<file path="src/rtl/cu_mc.sv">
// cu_mc: multi-cycle fetch/execute controller for the mycpu datapath; outputs are combinational from state, instruction, flags and ready.
// Optional interrupt servicing is built when CU_IRQ_EN is defined.
module cu_mc #(
  parameter int RA_W     = 3,
  parameter int OPC_W    = 7,
  parameter int WAIT_MAX = 15
) (
  input  logic                      clk,
  input  logic                      rst_n,
  input  logic [OPC_W+3*RA_W-1:0]   ins_in,
  input  logic                      z_in,
  input  logic                      n_in,
  input  logic                      mem_rdy_in,
  input  logic                      resume_in,
  input  logic                      irq_in,
  output logic                      il_out,
  output logic [1:0]                ps_out,
  output logic                      rw_out,
  output logic [3*(RA_W+1)-1:0]     rs_out,
  output logic                      mm_out,
  output logic [1:0]                md_out,
  output logic                      mb_out,
  output logic [3:0]                fs_out,
  output logic                      wen_out,
  output logic                      iom_out,
  output logic                      halt_out,
  output logic                      err_out,
  output logic                      irq_ack_out
);

  localparam int IW = OPC_W + 3*RA_W;
  localparam int CW = (WAIT_MAX < 2) ? 1 : $clog2(WAIT_MAX + 1);

  localparam logic [2:0] S_RST = 3'd0;
  localparam logic [2:0] S_INF = 3'd1;
  localparam logic [2:0] S_EX0 = 3'd2;
  localparam logic [2:0] S_MWT = 3'd3;
  localparam logic [2:0] S_XXL = 3'd4;
  localparam logic [2:0] S_HLT = 3'd5;
  localparam logic [2:0] S_IRQ = 3'd6;

  // Opcode encodings shared with the mycpu datapath (low nibble doubles as ALU function).
  localparam logic [OPC_W-1:0] OP_LD  = OPC_W'('h10);
  localparam logic [OPC_W-1:0] OP_ST  = OPC_W'('h20);
  localparam logic [OPC_W-1:0] OP_IOR = OPC_W'('h11);
  localparam logic [OPC_W-1:0] OP_IOW = OPC_W'('h21);
  localparam logic [OPC_W-1:0] OP_LDI = OPC_W'('h4C);
  localparam logic [OPC_W-1:0] OP_ADI = OPC_W'('h42);
  localparam logic [OPC_W-1:0] OP_BRZ = OPC_W'('h60);
  localparam logic [OPC_W-1:0] OP_BRN = OPC_W'('h61);
  localparam logic [OPC_W-1:0] OP_JMP = OPC_W'('h44);
  localparam logic [OPC_W-1:0] OP_HAL = OPC_W'('h7F);
  localparam logic [OPC_W-1:0] OP_XXL = OPC_W'('h3E);

  logic [2:0]               r_st;
  logic [CW-1:0]            r_cnt;
  logic                     r_err;

  logic [2:0]               w_ns;
  logic                     w_cnt_clr, w_cnt_inc, w_err_set, w_err_clr;
  logic [OPC_W-1:0]         w_opc;
  logic [RA_W-1:0]          w_rd, w_ra, w_rb;
  logic                     w_mem, w_rw_dec;
  logic [1:0]               w_ps_dec, w_md_dec;
  logic [3:0]               w_fs_dec;
  logic [3*(RA_W+1)-1:0]    w_rs_dec;
  logic                     w_timeout;

  assign w_opc = ins_in[IW-1 -: OPC_W];
  assign w_rd  = ins_in[3*RA_W-1 -: RA_W];
  assign w_ra  = ins_in[2*RA_W-1 -: RA_W];
  assign w_rb  = ins_in[RA_W-1:0];

  assign w_rs_dec = {1'b0, w_rd, 1'b0, w_ra, 1'b0, w_rb};
  assign w_mem    = (w_opc == OP_LD) || (w_opc == OP_ST) || (w_opc == OP_IOR) || (w_opc == OP_IOW);
  assign w_rw_dec = !((w_opc == OP_ST)  || (w_opc == OP_BRZ) || (w_opc == OP_BRN) ||
                      (w_opc == OP_JMP) || (w_opc == OP_IOW) || (w_opc == OP_HAL) ||
                      (w_opc == OP_XXL));
  assign w_fs_dec = (w_opc == OP_BRN) ? 4'b0000 :
                    (w_opc == OP_XXL) ? 4'b1110 : w_opc[3:0];
  assign w_md_dec = (w_opc == OP_LD)  ? 2'b01 :
                    (w_opc == OP_IOR) ? 2'b10 : 2'b00;
  assign w_ps_dec = (w_opc == OP_BRZ) ? (z_in ? 2'b10 : 2'b01) :
                    (w_opc == OP_BRN) ? (n_in ? 2'b10 : 2'b01) :
                    (w_opc == OP_JMP) ? 2'b11 :
                    ((w_opc == OP_HAL) || (w_opc == OP_XXL)) ? 2'b00 : 2'b01;
  // Timeout fires on the WAIT_MAX-th MWT cycle; the counter is still one short then.
  assign w_timeout = (r_cnt == CW'(WAIT_MAX - 1));

`ifndef CU_IRQ_EN
  logic w_unused_irq;
  assign w_unused_irq = irq_in;
`endif

  always_comb begin
    il_out      = 1'b0;
    ps_out      = 2'b00;
    rw_out      = 1'b0;
    rs_out      = '0;
    mm_out      = 1'b0;
    md_out      = 2'b00;
    mb_out      = 1'b0;
    fs_out      = 4'b0000;
    wen_out     = 1'b1;
    iom_out     = 1'b0;
    halt_out    = 1'b0;
    irq_ack_out = 1'b0;
    w_ns        = r_st;
    w_cnt_clr   = 1'b0;
    w_cnt_inc   = 1'b0;
    w_err_set   = 1'b0;
    w_err_clr   = 1'b0;

    case (r_st)
      S_RST: w_ns = S_INF;

      S_INF: begin
        w_cnt_clr = 1'b1;
`ifdef CU_IRQ_EN
        if (irq_in) begin
          w_ns = S_IRQ;
        end else begin
          il_out = 1'b1;
          w_ns   = S_EX0;
        end
`else
        il_out = 1'b1;
        w_ns   = S_EX0;
`endif
      end

      S_EX0, S_MWT: begin
        rs_out  = w_rs_dec;
        fs_out  = w_fs_dec;
        mb_out  = (w_opc == OP_LDI) || (w_opc == OP_ADI);
        md_out  = w_md_dec;
        iom_out = (w_opc == OP_IOR) || (w_opc == OP_IOW);
        wen_out = !((w_opc == OP_ST) || (w_opc == OP_IOW));
        if (r_st == S_MWT) begin
          w_cnt_inc = 1'b1;
          if (mem_rdy_in) begin
            rw_out = w_rw_dec;
            ps_out = 2'b01;
            w_ns   = S_INF;
          end else if (w_timeout) begin
            w_err_set = 1'b1;
            w_ns      = S_HLT;
          end
        end else if (w_mem) begin
          if (mem_rdy_in) begin
            rw_out = w_rw_dec;
            ps_out = 2'b01;
            w_ns   = S_INF;
          end else begin
            w_ns = S_MWT;
          end
        end else begin
          rw_out = w_rw_dec;
          ps_out = w_ps_dec;
          if (w_opc == OP_HAL)
            w_ns = S_HLT;
          else if (w_opc == OP_XXL)
            w_ns = z_in ? S_INF : S_XXL;
          else
            w_ns = S_INF;
        end
      end

      S_XXL: begin
        mm_out = 1'b1;
        fs_out = 4'b1110;
        if (z_in) begin
          ps_out = 2'b01;
          w_ns   = S_INF;
        end
      end

      S_HLT: begin
        halt_out = 1'b1;
        if (resume_in) begin
          ps_out    = 2'b01;
          w_err_clr = 1'b1;
          w_ns      = S_INF;
        end
      end

      S_IRQ: begin
`ifdef CU_IRQ_EN
        irq_ack_out = 1'b1;
`endif
        w_ns = S_INF;
      end

      default: w_ns = S_RST;
    endcase
  end

  always_ff @(posedge clk) begin
    if (!rst_n) begin
      r_st  <= S_RST;
      r_cnt <= '0;
      r_err <= 1'b0;
    end else begin
      r_st <= w_ns;
      if (w_cnt_clr)
        r_cnt <= '0;
      else if (w_cnt_inc)
        r_cnt <= r_cnt + 1'b1;
      if (w_err_set)
        r_err <= 1'b1;
      else if (w_err_clr)
        r_err <= 1'b0;
    end
  end

  assign err_out = r_err;

endmodule

</file>
<file path="config.mk">
export PLATFORM = sky130hd
export DESIGN_NAME = cu_mc
export DESIGN_NICKNAME = d
export VERILOG_FILES = /design/src/rtl/cu_mc.sv
export SDC_FILE = /design/constraint.sdc
export NUM_CORES = 1
export LEC_CHECK = 0
export ABC_AREA = 1
export BUFFER_PORTS_ARGS = -buffer_cell sky130_fd_sc_hd__buf_2
export CORE_MARGIN = 1
export CORE_UTILIZATION = 46
export DETAILED_ROUTE_END_ITERATION = 16
export PLACE_DENSITY = 0.84
export SETUP_SLACK_MARGIN = 0.1
export SLEW_MARGIN = 20
export SYNTH_ARGS = -nofsm -noshare
export SYNTH_HDL_FRONTEND = slang
export SYNTH_SLANG_ARGS = --single-unit
export TNS_END_PERCENT = 30
</file>
<file path="constraint.sdc">
create_clock -name clk -period 2 [get_ports clk]
set_input_delay 0 -clock clk [delete_from_list [all_inputs] [get_ports clk]]
set_output_delay 0 -clock clk [all_outputs]
set_load 0.02 [all_outputs]
</file>
==> run metrics <==
dpl ws 454 ps; cell at the slowest stage of the critical path dfxtp_1; startpoint types register; area leader, netlist dfxtp_1; synth top area cells dfxtp_1 19%, nand2_1 16%, inv_1 14%, nor2_1 13%, nand3_1 8.1%; ys flop type dfxtp_1; LEAKAGE 0.715 nW; Vias/cell 4.85; Antenna diodes 0; GR Util All Layers 24.1%; Worst path most repeated cell inv_1; Final #Nets 236; H-tree Lvls 1; Final Critical Period 1670 ps; PwrDens 479 nW/µm²; final setup fails 0; Synth cell types 25; CTS max path bufs 2; I/O Pins 52; drt pass-1 iters 4; R2R Setup Slk 690 ps; Worst setup EP type output pin; FILL cells 183; Rows 15; drc violations 0; Sw Ratio 41.6%; initial antenna violation count 0; DRT iter0 DRCs 18; CP Data Required Time 2000 ps; antenna viol nets, final 0; Clock Latency Late Sink 250 ps; total vias in the final route 1136; DP Wirelength 1880 µm; GR Overflow Total 0; Placeable Area 1750 µm²; commonest cells in the netlist 37 x nand2_1, 32 x inv_1, 30 x nor2_1; unrepaired setup endpoints after global routing false; layout cell share with drive strength beyond 1 25.8%; Post-synth EDFFs 0; top cell type's share of synthesized area 18.6%; status finished, final reports clean; critical path cell sequence inv_1 > nand2_2 > inv_1 > nand2_1 > nor3_1 > buf_2; crit path max fanout 16; Mapped Cells 162; count leader, synth nand2_1; area delta synth->final 31.1%; Port Buf Inserts 46; min-delay worst type in -> reg; yosys warns 0; Final Skew 3.61 ps; final hold viol count 0; CTS buffer count 3; Final Max Tran Viols 0; Syn Area/Cell 5.32 µm²; CTS tree built; Seq cells post-synth 8; final setup margin 332 ps; Fmax 0.600 GHz; Data arrival, critical path 1670 ps; Clock Sinks 8; clock root cell clkbuf_4; number of global-route vias before repair 923; critical path class reg -> out; gpl congestion 0.943; Die Span Y 45.3 µm; die width 45.3 µm; share of power burned in registers 33.9%; Die ar. 2050 µm²; final setup TNS 0 ps; max cap viols 0; Peak VDD IR 539 µV; Int Pwr 0.316 mW; Final Cycle Share 83.4%; Worst-path clk slew 50 ps; Logic pwr share 43.5%; first-pass GRT wire length 3660 µm; routed len/inst 9.61 µm; WL final 2250 µm; Post-synth ARST share 0%; starting density of the core 49.4%; sequential fraction of the synthesis area 18.6%; Clk pwr share 22.6%; crit-path max cell delay 310 ps; largest net degree at the start of global routing 17; sw power 0.225 mW; synthesized area 862 µm²
[logic make-up (layout without fill, tap and decap cells)]
group           count (synthesis)  after routing  share of synthesized area (%)
simple gates                   94             94                           46.6
buf+inv                        39             83                           19.0
flops                           8              8                           18.6
fa+ha+maj                       3              3                           4.06
other cells                     1              4                          0.435
compound gates                 17             17                           11.3
[per-layer routing]
| layer | global-route usage [%] | up-vias | share of wire, % |
|---|---|---|---|
| met5 | 0 | - | 0 |
| met4 | 6.06 | 0 | 0.58 |
| met3 | 4.80 | 4 | 6.1 |
| met2 | 44.3 | 37 | 50 |
| met1 | 28.1 | 501 | 43 |
| li1 | - | 594 | - |
[per-stage QoR]
stage,power [mW],hold slack [ps],instance area (µm²),util [%],instances
2_1_floorplan,0.345,97.6,873,-,165
3_3_place_gp,0.413,236,1090,62.7,230
3_5_place_dp,0.420,240,1090,62.7,230
4_1_cts,0.543,68.8,1130,64.6,234
5_1_grt,0.582,92.1,1130,64.7,234
6_report,0.542,72.9,1130,64.7,234
[worst max-delay path, delay by kind of cell, from the launching register on]
kind,cells,cell delay [ps]
buffers and inverters,3,580
and+or+nand+nor,3,510
DFF,1,310
[final cells by class]
cell class	instances	area, µm²	share of cell area, %
inverters	33	124	11.0
well taps	25	31.3	2.77
multi-input cells	118	552	48.8
flip-flops and latches	8	160	14.2
clock buffers	3	22.5	1.99
repair buffers	47	240	21.3
[power by group through the flow]
stage               registers, mW  logic, mW  clock network [mW]
detailed placement          0.187      0.233                   0
finish                      0.184      0.236               0.122
global route                0.185      0.264               0.134
CTS                         0.183      0.235               0.124
floorplan                   0.183      0.161                   0
global placement            0.185      0.227                   0
[sequential cells by signal, indices dropped and copies added (netlist names)]
name     count
r_st         3
r_cnt        4
err_out      1
[timing repair]
| action | CTS | global route |
|---|---|---|
| hold endpoints to repair | 2 | 0 |
| resized for setup | 0 | 1 |
| setup buffers | 0 | 0 |
| hold buffers | 1 | 0 |
| setup endpoints to repair | 0 | 1 |
[layout by cell type (no fill, tap or decap), types with 3 or more instances in the layout]
cell	synthesis	layout
nor2_1	30	30
clkbuf_4	0	3
nand3_1	14	14
inv_1	32	32
conb_1	1	4
nand2_1	37	36
o21ai_0	4	4
nor3_1	5	5
dfxtp_1	8	8
a21oi_1	7	7
buf_2	2	46
[final timing paths]
check,start,endpoint,cells after the start
worst max-delay path,r_st[2],md_out[1],6
worst min-delay path,resume_in,err_out,4
worst max register to register,r_st[2],r_st[1],7
worst min register to register,err_out,err_out,2
Power figures use the tool's default switching activity.
